File: config.mk
export PLATFORM = sky130hd
export DESIGN_NAME = conv_window_scheduler
export DESIGN_NICKNAME = d
export VERILOG_FILES = /design/src/rtl/conv_window_scheduler.sv
export SDC_FILE = /design/constraint.sdc
export NUM_CORES = 1
export LEC_CHECK = 0
export ABC_AREA = 1
export CORE_MARGIN = 3
export CORE_UTILIZATION = 30
export DETAILED_ROUTE_END_ITERATION = 16
export PLACE_DENSITY = 0.57
export SLEW_MARGIN = 20
export SYNTH_ARGS = -nofsm -noshare
export SYNTH_HDL_FRONTEND = slang
export SYNTH_SLANG_ARGS = --single-unit
export TNS_END_PERCENT = 1
File: constraint.sdc
create_clock -name clk -period 3.4 [get_ports clk]
set_input_delay 0.85 -clock clk [delete_from_list [all_inputs] [get_ports clk]]
set_output_delay 0.85 -clock clk [all_outputs]
set_load 0.01 [all_outputs]
File: src/rtl/conv_window_scheduler.sv
// rtl/conv_window_scheduler.sv - 2x2 window origin scheduler for the convolution image memory
// Optional stall counter output enabled by defining CONV_WIN_SCHED_STALL_CNT_EN.
module conv_window_scheduler #(
    parameter int N_C    = 5,
    parameter int N_R    = 3,
    parameter int STRIDE = 1,
    parameter int ADDR_W = 4,
    parameter int IDX_W  = 8
) (
    input  logic              clk,
    input  logic              rst_n,
    input  logic              start,
    output logic              mem_en,
    output logic [ADDR_W-1:0] mem_row,
    output logic [ADDR_W-1:0] mem_col,
    output logic              out_valid,
    input  logic              out_ready,
    output logic [ADDR_W-1:0] out_row,
    output logic [ADDR_W-1:0] out_col,
    output logic [IDX_W-1:0]  out_idx,
    output logic              out_last,
    output logic              busy,
    output logic              done
`ifdef CONV_WIN_SCHED_STALL_CNT_EN
    ,
    output logic [15:0]       stall_cnt
`endif
);

    localparam int R_MAX = ((N_R - 2) / STRIDE) * STRIDE;
    localparam int C_MAX = ((N_C - 2) / STRIDE) * STRIDE;
    localparam logic [ADDR_W-1:0] R_MAX_A  = R_MAX[ADDR_W-1:0];
    localparam logic [ADDR_W-1:0] C_MAX_A  = C_MAX[ADDR_W-1:0];
    localparam logic [ADDR_W-1:0] STRIDE_A = STRIDE[ADDR_W-1:0];

    typedef enum logic [1:0] {
        S_IDLE,
        S_RUN,
        S_DRAIN,
        S_DONE
    } state_t;

    state_t           state;
    state_t           state_nx;
    logic             issue;
    logic             accept;
    logic             last_issue;
    logic [IDX_W-1:0] idx_cnt;

    assign accept     = out_valid && out_ready;
    assign last_issue = (mem_row == R_MAX_A) && (mem_col == C_MAX_A);
    assign busy       = (state != S_IDLE);

    always_comb begin
        state_nx = state;
        issue    = 1'b0;
        case (state)
            S_IDLE: begin
                if (start) state_nx = S_RUN;
            end
            S_RUN: begin
                // A held window blocks the next read so memory data stays stable.
                issue = !out_valid || out_ready;
                if (issue && last_issue) state_nx = S_DRAIN;
            end
            S_DRAIN: begin
                if (accept && out_last) state_nx = S_DONE;
            end
            S_DONE: begin
                state_nx = S_IDLE;
            end
            default: state_nx = S_IDLE;
        endcase
        mem_en = issue;
    end

    always_ff @(posedge clk) begin
        if (!rst_n) begin
            state     <= S_IDLE;
            mem_row   <= '0;
            mem_col   <= '0;
            idx_cnt   <= '0;
            out_valid <= 1'b0;
            out_row   <= '0;
            out_col   <= '0;
            out_idx   <= '0;
            out_last  <= 1'b0;
            done      <= 1'b0;
        end else begin
            state <= state_nx;
            done  <= (state_nx == S_DONE);
            if (state == S_IDLE && start) begin
                mem_row <= '0;
                mem_col <= '0;
                idx_cnt <= '0;
            end
            if (issue) begin
                out_valid <= 1'b1;
                out_row   <= mem_row;
                out_col   <= mem_col;
                out_idx   <= idx_cnt;
                out_last  <= last_issue;
                idx_cnt   <= idx_cnt + IDX_W'(1);
                // Origins are always multiples of STRIDE, so equality marks the wrap point.
                if (mem_col == C_MAX_A) begin
                    mem_col <= '0;
                    mem_row <= (mem_row == R_MAX_A) ? '0 : mem_row + STRIDE_A;
                end else begin
                    mem_col <= mem_col + STRIDE_A;
                end
            end else if (accept) begin
                out_valid <= 1'b0;
            end
        end
    end

`ifdef CONV_WIN_SCHED_STALL_CNT_EN
    always_ff @(posedge clk) begin
        if (!rst_n) begin
            stall_cnt <= '0;
        end else if (state == S_IDLE && start) begin
            stall_cnt <= '0;
        end else if (out_valid && !out_ready && stall_cnt != 16'hFFFF) begin
            stall_cnt <= stall_cnt + 16'd1;
        end
    end
`endif

endmodule

==> metrics.md <==
| Metric | Value |
|---|---|
| Sequential share of the synthesized area | `0.4611` |
| Flop pwr share | `0.484` |
| Detailed Routing Iterations Pass 1 | `4` |
| Total net switching power | `0.2364 mW` |
| Share of the clock period used by the worst path | `0.8895` |
| Max-slew violation total from the final report | `0` |
| Async set-or-reset flop fraction in the synthesized netlist | `0` |
| Via-per-instance ratio | `4.548` |
| Average cell area after synthesis | `7.687 um^2` |
| Clock-pin slew reported for the worst setup and hold paths after clock tree synthesis | `0.07 ns` |
| Clock buffer depth | `2` |
| Die boundary height | `79.18 um` |
| Critical Path End Type | `output port` |
| Initial core utilization | `0.3126` |
| Number of enable-type register cells in the synthesized netlist | `0` |
| IO Port Bufs | `32` |
| Die Footprint | `6269 um^2` |
| Setup slack of the most critical reg-to-reg path | `1.84 ns` |
| Overall routing resource usage | `0.1250` |
| Fin nets | `250` |
| Ratio of cells with drive above 1 in the final layout | `0.1066` |
| Summed instance area of the synthesized netlist | `1607 um^2` |
| Destination of the worst register-to-register timing path | `mem_row[2]$_SDFF_PN0_` |
| Number of maximum-capacitance constraint violations | `0` |
| I/O pin count | `33` |
| Worst Max-Slew Pin Slew | `0.5667 ns` |
| Pint | `0.7310 mW` |
| Hold Crit Class | `reg2reg` |
| Setup total negative slack | `0 ns` |
| Required time of the critical path | `2.55 ns` |
| Maximum level of the CTS H-tree | `2` |
| End-of-flow core utilization | `0.4048` |
| Worst setup path endpoint | `mem_en` |
| Syn Inst Count | `209` |
| CP Launch Type | `input port` |
| Fraction of power spent switching nets | `0.2444` |
| Std-Cell Core Area | `5140 um^2` |
| Total via count after detailed routing | `1428` |
| Crit path DAT | `2.17 ns` |
| Antenna violations before repair | `0` |
| TritonCTS clock tree | `done` |
| DRC violation total after the first TritonRoute iteration | `75` |
| Critical path class | `in2out` |
| Routed WL | `3558 um` |
| Cts repair resizes | `0` |
| Die X | `79.18 um` |
| Number of library cell types mapped by synthesis | `29` |
| Critical Path Source | `out_ready` |
| Number of buffers created by CTS | `5` |
| Crit Path Max Fanout | `3` |
| Via count of the first global-routing pass | `1335` |
| Cell Pwr Density | `464.9 nW/um^2` |
| CTS root buf | `sky130_fd_sc_hd__clkbuf_8` |
| Area Growth Syn to Fin | `29.52%` |
| Maximum clock rate | `0.3306 GHz` |
| Maximum resistive drop on vdd | `0.2110 mV` |
| Combined area of the multi-input logic cells | `711.9 um^2` |
| DP HPWL | `2494 um` |
| Worst slew margin | `0.6218` |
| Synthesized Nets | `215` |
| WL per Instance | `11.33 um` |
| Worst clock skew | `0.004655 ns` |
| Worst flop-to-flop path startpoint | `state[0]$_SDFF_PN0_` |
| Filler Cell Count | `566` |
| Yosys reg bits | `37` |
| Combinational power share | `0.143` |
| Remaining Overflow, GRT | `0` |
| First-pass GRT wire length | `6292 um` |
| Time the worst path needs with I/O delays and setup | `3.024 ns` |
| Row cnt | `26` |
| Post-cts hold buffer count | `0` |
| Sink Count | `37` |
| Portion of total power attributed to the clock network | `0.373` |
| RePlAce Congestion | `0.7315` |
| Most common flop cell mapped by yosys | `sky130_fd_sc_hd__dfxtp_1` |
| Flip-flop and latch area | `740.7 um^2` |
| Setup violation total in the final timing report | `0` |
| Result of the run | `finished clean` |
| Leakage power total | `0.7952 nW` |
| Post-CTS setup repair buffer count | `0` |
| Clk Latency, worst-skew pair | `0.28 ns` |
| Inserted Diodes | `0` |
| Count of synthesis-stage warnings from yosys | `0` |
| Number of DRC violations after detailed routing | `0` |
| Final Hold Violating Endpoints | `0` |
| Antenna-violating nets left | `0` |
| Largest net degree at the start of global routing | `37` |
| Unrepaired setup endpoints after global routing | `no` |
| Number of cells traversed by the worst register-to-register path | `8` |
## flip-flops by register name, summed over array words and instances, names as in the netlist
name and cells:
mem_row 4, out_idx 8, state 2, idx_cnt 8
done 1, out_row 4, out_last 1, out_col 4
mem_col 4, out_valid 1
## synthesized netlist by cell type, types with 2 or more instances
| cell type | number | share of area |
|---|---|---|
| sky130_fd_sc_hd__a211oi_2 | 3 | 0.023 |
| sky130_fd_sc_hd__a21oi_1 | 20 | 0.062 |
| sky130_fd_sc_hd__a21oi_2 | 2 | 0.011 |
| sky130_fd_sc_hd__buf_8 | 2 | 0.019 |
| sky130_fd_sc_hd__clkbuf_1 | 3 | 0.0070 |
| sky130_fd_sc_hd__dfxtp_1 | 37 | 0.46 |
| sky130_fd_sc_hd__ha_1 | 2 | 0.016 |
| sky130_fd_sc_hd__inv_1 | 20 | 0.047 |
| sky130_fd_sc_hd__inv_2 | 2 | 0.0047 |
| sky130_fd_sc_hd__nand2_1 | 32 | 0.075 |
| sky130_fd_sc_hd__nand3_1 | 10 | 0.031 |
| sky130_fd_sc_hd__nand4_1 | 3 | 0.012 |
| sky130_fd_sc_hd__nor2_1 | 36 | 0.084 |
| sky130_fd_sc_hd__nor2_2 | 3 | 0.012 |
| sky130_fd_sc_hd__nor3_1 | 2 | 0.0062 |
| sky130_fd_sc_hd__o21ai_0 | 18 | 0.056 |
| sky130_fd_sc_hd__o21ai_1 | 2 | 0.0062 |
## cell type report
type | instances | share of cell area
clock inverters | 2 | 0.01684
multi-input cells | 142 | 0.3422
inverters | 23 | 0.04510
well taps | 70 | 0.04209
flip-flops and latches | 37 | 0.3560
clock buffers | 5 | 0.03307
repair buffers | 35 | 0.1648
## metrics by stage
stage,std cells,cell area (um^2),power [mW],setup WS (ns),hold slack (ns)
after global routing,314,2081,1.019,0.3243,0.4963
final,314,2081,0.9674,0.3756,0.4747
after CTS,314,2081,0.9844,0.3727,0.4748
after floorplan,209,1607,0.5610,1.224,0.4455
after detailed placement,307,1977,0.6187,0.3701,0.4707
after global placement,307,1977,0.6171,0.3794,0.4633
## metal layers
metal  wire, um  track usage  vias up
met5          0            0        -
met2       1650       0.2003       32
met4         21      0.03608        0
li1           -            -      745
met1       1745       0.1638      649
met3        141      0.03515        2
## placed cells by master (no fill, tap or decap), drive strengths merged
master	Yosys	final
a211oi	3	3
a21oi	22	22
a31oi	1	1
buf	4	3
bufinv	0	1
clkbuf	3	5
clkdlybuf4s50	0	32
clkinv	0	1
dfxtp	37	37
ha	2	2
inv	23	23
nand2	34	34
nand3	11	11
nand4	3	3
nor2	40	40
nor3	2	2
o21a	1	1
o21ai	21	21
xnor2	1	1
xor2	1	1
## critical path, stage by stage
cell,delay [ns]
sky130_fd_sc_hd__clkdlybuf4s50_1,0.48
sky130_fd_sc_hd__inv_1,0.04
sky130_fd_sc_hd__nand2_1,0.13
sky130_fd_sc_hd__nand2_4,0.09
sky130_fd_sc_hd__inv_8,0.05
sky130_fd_sc_hd__clkdlybuf4s50_1,0.52
## power by group through the flow
stage | sequential, mW | clock, mW | combinational [mW]
floorplan | 0.486 | 0 | 0.0748
global placement | 0.479 | 0 | 0.138
detailed placement | 0.479 | 0 | 0.140
CTS | 0.469 | 0.375 | 0.141
global route | 0.471 | 0.393 | 0.155
finish | 0.468 | 0.361 | 0.138
## how the worst min path moves through the flow
stage	startpoint	slack (ns)	to	cells past startpoint
6_report	idx_cnt[7]$_SDFFE_PN0P_	0.47	out_idx[7]$_SDFFE_PN0P_	2
5_1_grt	idx_cnt[7]$_SDFFE_PN0P_	0.50	out_idx[7]$_SDFFE_PN0P_	2
4_1_cts	idx_cnt[7]$_SDFFE_PN0P_	0.47	out_idx[7]$_SDFFE_PN0P_	2
3_5_place_dp	idx_cnt[7]$_SDFFE_PN0P_	0.47	out_idx[7]$_SDFFE_PN0P_	2
3_3_place_gp	idx_cnt[7]$_SDFFE_PN0P_	0.46	out_idx[7]$_SDFFE_PN0P_	2
2_1_floorplan	idx_cnt[7]$_SDFFE_PN0P_	0.45	out_idx[7]$_SDFFE_PN0P_	2
## kinds of logic after synthesis
family	after synthesis	share of synthesized area
AND/OR/NAND/NOR	90	0.2438
buffers and inverters	30	0.09580
XOR/XNOR	2	0.01091
AO/OA/AOI/OAI	48	0.1729
adder cells (fa/ha/maj)	2	0.01557
flip-flops	37	0.4611
Power figures use the tool's default switching activity.
